<file path="config.mk">
export PLATFORM = sky130hd
export DESIGN_NAME = neureka_col_accumulator
export DESIGN_NICKNAME = d
export VERILOG_FILES = /design/src/rtl/neureka_col_accumulator.sv
export SDC_FILE = /design/constraint.sdc
export NUM_CORES = 1
export LEC_CHECK = 0
export BUFFER_PORTS_ARGS = -buffer_cell sky130_fd_sc_hd__buf_2
export CAP_MARGIN = 20
export CORE_MARGIN = 2
export CORE_UTILIZATION = 30
export CTS_CLUSTER_DIAMETER = 60
export DETAILED_ROUTE_END_ITERATION = 8
export REMOVE_ABC_BUFFERS = 1
export SLEW_MARGIN = 20
export SYNTH_ARGS = -nofsm -noshare
export SYNTH_HDL_FRONTEND = slang
export SYNTH_SLANG_ARGS = --single-unit
</file>
<file path="constraint.sdc">
create_clock -name clk_i -period 9.7 [get_ports clk_i]
set_input_delay 2.91 -clock clk_i [delete_from_list [all_inputs] [get_ports clk_i]]
set_output_delay 2.91 -clock clk_i [all_outputs]
set_load 0.01 [all_outputs]
</file>
<file path="src/rtl/neureka_col_accumulator.sv">
// Column partial-result accumulator: sums a programmed number of signed beats from the
// binconv column and hands one final (optionally saturated) sum to the normalisation stage.
module neureka_col_accumulator #(
  parameter int unsigned IN_WIDTH  = 24,
  parameter int unsigned ACC_WIDTH = 32,
  parameter int unsigned LEN_WIDTH = 16,
  parameter bit          SATURATE  = 1'b0
) (
  input  logic                 clk_i,
  input  logic                 rst_i,
  input  logic                 clear_i,
  input  logic                 start_i,
  output logic                 start_ready_o,
  input  logic [LEN_WIDTH-1:0] len_i,
  input  logic                 pres_valid_i,
  input  logic [IN_WIDTH-1:0]  pres_data_i,
  output logic                 pres_ready_o,
  output logic                 acc_valid_o,
  output logic [ACC_WIDTH-1:0] acc_data_o,
  input  logic                 acc_ready_i,
  output logic                 ovf_o,
  output logic                 done_o,
  output logic                 busy_o
);

  generate
    if (ACC_WIDTH < IN_WIDTH) begin : g_bad_width
      $error("neureka_col_accumulator: ACC_WIDTH must be >= IN_WIDTH");
    end
  endgenerate

  typedef enum logic [1:0] {
    ST_IDLE   = 2'd0,
    ST_ACCUM  = 2'd1,
    ST_OUTPUT = 2'd2
  } state_e;

  state_e                       state_r, state_nx_s;
  logic signed [ACC_WIDTH-1:0]  acc_r, acc_nx_s;
  logic        [LEN_WIDTH-1:0]  cnt_r, cnt_nx_s;
  logic        [LEN_WIDTH-1:0]  len_r, len_nx_s;
  logic                         ovf_r, ovf_nx_s;
  logic signed [IN_WIDTH-1:0]   pres_s;
  logic signed [ACC_WIDTH-1:0]  pres_ext_s;
  logic signed [ACC_WIDTH-1:0]  add_res_s;
  logic                         add_ovf_s;
  logic                         kill_s;
  logic                         pres_hs_s;

  // Signed add returning {overflow, result}; on overflow the result either wraps or
  // clamps toward the sign of the operands, so later beats continue from the clamp.
  function automatic logic [ACC_WIDTH:0] acc_add(input logic signed [ACC_WIDTH-1:0] a,
                                                 input logic signed [ACC_WIDTH-1:0] b);
    logic signed [ACC_WIDTH-1:0] s;
    logic                        o;
    s = a + b;
    o = (a[ACC_WIDTH-1] == b[ACC_WIDTH-1]) && (s[ACC_WIDTH-1] != a[ACC_WIDTH-1]);
    if (o && SATURATE) begin
      s = a[ACC_WIDTH-1] ? {1'b1, {(ACC_WIDTH-1){1'b0}}} : {1'b0, {(ACC_WIDTH-1){1'b1}}};
    end else begin
      s = s;
    end
    return {o, s};
  endfunction

  assign pres_s                 = pres_data_i;
  assign pres_ext_s             = ACC_WIDTH'(pres_s);
  assign {add_ovf_s, add_res_s} = acc_add(acc_r, pres_ext_s);

  // A reset or clear cycle must not complete any handshake.
  assign kill_s        = rst_i | clear_i;
  assign start_ready_o = (state_r == ST_IDLE);
  assign pres_ready_o  = (state_r == ST_ACCUM) && !kill_s;
  assign acc_valid_o   = (state_r == ST_OUTPUT) && !kill_s;
  assign acc_data_o    = (state_r == ST_OUTPUT) ? acc_r : {ACC_WIDTH{1'b0}};
  assign done_o        = acc_valid_o && acc_ready_i;
  assign busy_o        = (state_r != ST_IDLE);
  assign ovf_o         = ovf_r;
  assign pres_hs_s     = pres_valid_i && pres_ready_o;

  // Next-state and datapath update for the job sequencer.
  always_comb begin
    state_nx_s = state_r;
    acc_nx_s   = acc_r;
    cnt_nx_s   = cnt_r;
    len_nx_s   = len_r;
    ovf_nx_s   = ovf_r;
    case (state_r)
      ST_IDLE: begin
        if (start_i) begin
          acc_nx_s = {ACC_WIDTH{1'b0}};
          cnt_nx_s = {LEN_WIDTH{1'b0}};
          ovf_nx_s = 1'b0;
          len_nx_s = len_i;
          if (len_i != {LEN_WIDTH{1'b0}}) begin
            state_nx_s = ST_ACCUM;
          end else begin
            state_nx_s = ST_OUTPUT;
          end
        end else begin
          state_nx_s = ST_IDLE;
        end
      end
      ST_ACCUM: begin
        if (pres_hs_s) begin
          acc_nx_s = add_res_s;
          ovf_nx_s = ovf_r | add_ovf_s;
          cnt_nx_s = cnt_r + LEN_WIDTH'(1);
          if (cnt_r == len_r - LEN_WIDTH'(1)) begin
            state_nx_s = ST_OUTPUT;
          end else begin
            state_nx_s = ST_ACCUM;
          end
        end else begin
          state_nx_s = ST_ACCUM;
        end
      end
      ST_OUTPUT: begin
        if (acc_ready_i) begin
          state_nx_s = ST_IDLE;
        end else begin
          state_nx_s = ST_OUTPUT;
        end
      end
      default: begin
        state_nx_s = ST_IDLE;
      end
    endcase
  end

  // State and datapath registers; clear_i aborts exactly like reset.
  always_ff @(posedge clk_i) begin
    if (rst_i || clear_i) begin
      state_r <= ST_IDLE;
      acc_r   <= {ACC_WIDTH{1'b0}};
      cnt_r   <= {LEN_WIDTH{1'b0}};
      len_r   <= {LEN_WIDTH{1'b0}};
      ovf_r   <= 1'b0;
    end else begin
      state_r <= state_nx_s;
      acc_r   <= acc_nx_s;
      cnt_r   <= cnt_nx_s;
      len_r   <= len_nx_s;
      ovf_r   <= ovf_nx_s;
    end
  end

endmodule

</file>
# After elaboration in Yosys (flattened, before gate mapping)
# Cells that the tools add are included.
# classes
add_sub_neg,3
eq_ne,7
n_mux,16
bitwise_logic,2
n_reduce_logical,13
# ops
op,count
two-way mux 32 bit,3
case mux 32 bit (2 select lines),1
adder 32 x 24 -> 32 bit,1
two-way mux 16 bit,2
case mux 16 bit (2 select lines),1
adder 16 x 1 -> 16 bit (second input constant),1
== test 16 bit,1
nonzero test 16 bit,1
subtractor 16 x 1 -> 16 bit (second input constant),1
two-way mux 2 bit,5
case mux 2 bit (3 select lines),1
logical AND 1 bit,5
!= test 2 bit (second input constant),2
nonzero test 2 bit,2
AND reduction 3 bit,1
== test 2 x 1 -> 1 bit (second input constant),1
== test 2 bit (second input constant),1
zero test 2 bit,1
two-way mux 1 bit,2
bitwise OR 1 bit,2
case mux 1 bit (2 select lines),1
AND reduction 2 bit,1
== test 1 bit,1
zero test 1 bit,1
2 further kinds,2
# totals
reg_bits,67
out_inout_bits,38
elab_cells,46

# Logic depth before layout (Yosys ltp)
# depth
word_depth,6
depth_mapped,11

# Worst setup path after synthesis
# No wires, ideal clock.
# synth_timing
path_kind,input to output
startpoint,input port clear_i
endpoint,output port pres_ready_o
arrival_ns,3.847
setup_slack_ns,2.943
path_stages,4
path_buffers,2
cell_sequence,or2_2 clkbuf_1 buf_1 nor2_1
# synth_via
elab_chain_len,3
# synth_rtl
element,line,source
from (decl),11,"input logic clear_i,"
bitwise OR 1 bit,71,assign kill_s = rst_i | clear_i;
zero test 1 bit,73,assign pres_ready_o = (state_r == ST_ACCUM) && !kill_s;
logical AND 1 bit,73,
to (decl),17,"output logic pres_ready_o,"
# No other way between the ends.

# Final worst setup path
# Same ends and word-level chain as after synthesis.

==> flow_summary.yaml <==
synthesis:
  synth_compound_area_share_pct: 22.36
  ys_top_cells_by_area: "dfxtp_1 (28%), ha_1 (8.7%), nand2_1 (5.9%)"
  yosysTopAreaCell: "dfxtp_1"
  synth_simple_gate_area_share_pct: 26.13
  yosysMostFrequentCell: "nand2_1"
  synth_adder_area_share_pct: 9.079
  synth_top_area_share_pct: 28.13
  yosys_warnings: 0
  yosys-top-cells-count: "nand2_1 (75), dfxtp_1 (67), nor2_1 (59), a21oi_1 (50), and2_1 (38)"
  synthArstFlopShare_pct: 0
  synth.avg_cell_area_sq_um: 7.741
  synth_top_family_by_area: "simple AND/OR/NAND/NOR gates"
  yosysSeqAreaShare_pct: 28.13
  muxShareOfSynthArea_pct: 0.4198
  synthCells: 616
  syn_area_sq_um: 4768
  synth-xor-area-share_pct: 10.47
  synth_edf_count: 0
  ys.flop_type: "dfxtp_1"
  ys_ff_latch: 67
  yosysUniqueCellTypes: 57
layout:
  syn_to_final_growth_pct: 19.52
  multiInputGateArea_sq_um: 3267
  layout-drive-gt1-share_pct: 16.14
  nFillCells: 1676
  fin_nets: 769
  regArea_sq_um: 1341
  final_util_pct: 36.27
  diodes: 0
timing:
  worst_pin_slew_ps: 646.3
  drv_slew: 0
  period_share_pct: 69.81
  hold_ws_ps: 473.2
  max_freq_mhz: 147.7
  setup_violations: 0
  fin_crit_ps: 6772
  tns_ps: 0
  rsz0062_at_grt: "false"
  hold_violations: 0
  skew_ps: 6.662
  max_slew_margin_pct: 56.81
global_route:
  antenna_found_initial: 0
  met1_usage_pct: 20.35
  grt_use_met2_pct: 25.16
  grt_busiest_layer: "met2"
  grt_usage_pct: 15.36
  grt_pass1_vias: 4192
  grt_use_met3_pct: 3.157
  grt_pass1_wl_mm: 20.57
  overflow: 0
  grt_max_degree: 41
route:
  drt_iter0_drc: 159
  drt-vias-per-instance: 4.946
  dr.pass1.iters: 4
  vias: 4501
  totalWireLength_mm: 12.46
  drc: 0
  ant_nets: 0
  wl_per_cell_um: 13.69
clocking:
  tritoncts: "built"
  cts_setup_buffers: 0
  clock_path_buffers: 2
  root_buffer: "clkbuf_16"
  post_cts_resized: 0
  clock_sinks: 67
  clk_pin_slew_ps: 60
  ctsHoldBuffers: 0
  clock_latency_ps: 340
  numCtsBuffers: 9
  htreeDepth: 3
worst_setup_path:
  cp.arrival_ps: 3860
  endpoint_kind: "primary output"
  crit_fanout: 40
  slowest_delay_ps: 280
  slowest_stage: "or2_2"
  crit_chain: "buf_2 > or2_2 > buf_4 > nor2_1 > buf_2"
  path_class: "in2out"
  cp-start-kind: "primary input"
  required_ps: 6790
  crit_top_cell: "buf_2"
floorplan:
  core_sq_um: 15710
  start_util_pct: 30.35
  dieArea_sq_um: 16920
  io-pin-count: 84
  die_h_um: 130.1
  fp.dieW_um: 130.1
  num_rows: 46
power_and_ir_drop:
  irDropWorstVdd_mv: 0.07090
  p_leak_uw: 0.002551
  power_density_nw_per_um2: 129.7
place:
  gp_congestion: 0.8122
  dp_hpwl_mm: 9.262
  numPortBuffers: 83
hold_path:
  hold_class: "reg2reg"
run_status:
  status: "finished clean"
flow_run:
  drv_cap: 0
placed cells by master, fill, tap and decap left out, types with 4 or more instances in the layout:
master,synthesis,layout
and3_1,11,11
clkbuf_16,0,9
a31oi_1,11,11
buf_2,1,83
inv_1,15,15
a21oi_1,50,50
nor2b_1,6,5
or2_2,4,4
nor4_1,8,8
dfxtp_1,67,67
buf_4,1,4
nand3_1,14,14
xnor2_1,27,27
a21o_1,17,17
a211oi_1,6,6
o21ai_0,27,27
or3_1,4,4
a22oi_1,16,16
nor3_1,7,7
ha_1,33,33
nor2_1,59,59
nand4_1,8,8
nand2_1,75,75
xor2_1,30,30
o21bai_1,8,8
and2_1,38,38
final timing paths:
| kind | startpoint | endpoint | slack (ps) | cells past startpoint |
|---|---|---|---|---|
| worst max-delay path | clear_i | pres_ready_o | 2930 | 5 |
| worst min-delay path | len_r[15] | len_r[15] | 470 | 2 |
| worst max register to register | acc_r[0] | acc_r[30] | 6630 | 11 |
| worst min register to register | len_r[15] | len_r[15] | 470 | 2 |
metrics by stage:
step / setup slack [ps] / std cells / cell area [sq um] / total power (uW)
finish: 2928 / 910 / 5699 / 738.9
global route: 2865 / 910 / 5699 / 779.5
CTS: 2914 / 910 / 5699 / 750.2
detailed placement: 2923 / 894 / 5380 / 393.9
global placement: 2912 / 894 / 5380 / 393.7
floorplan: 3121 / 591 / 4662 / 361.7
report_power, final:
group          total [uW]  internal (uW)  switching (uW)
Sequential            286            280            5.50
Clock                 351            225             126
Combinational         102           41.8            60.4
Total                 739            547             192
cells by family (layout without fill, tap and decap cells):
kind of cell / after synthesis / count (layout)
AO/OA/AOI/OAI: 166 / 166
adder cells (fa/ha/maj): 34 / 34
multiplexers: 2 / 2
flip-flops: 67 / 67
buffers and inverters: 40 / 118
AND/OR/NAND/NOR: 250 / 250
XOR/XNOR: 57 / 57
final cells by class:
type | instances | share of cell area (%)
Tap cell | 216 | 4.742
Clock inverter | 6 | 1.581
Multi-Input combinational cell | 509 | 57.32
Clock buffer | 10 | 4.018
Inverter | 15 | 0.9879
Timing Repair Buffer | 87 | 7.816
Sequential cell | 67 | 23.53
critical path: cells and delay by family:
| kind | cells | cell delay, ps |
|---|---|---|
| buf+inv | 3 | 510 |
| simple gates | 2 | 420 |
routing by layer:
layer,wire (um),vias to the layer above,share of wire (%)
met1,5926,2067,48
met5,0,-,0
met4,136,0,1.1
met3,515,11,4.1
met2,5879,83,47
li1,-,2340,-
registers in the layout, indices dropped and copies added (netlist names):
signal	cells
ovf_o	1
len_r	16
cnt_r	16
state_r	2
acc_r	32
(Power assumes the default switching activity.)
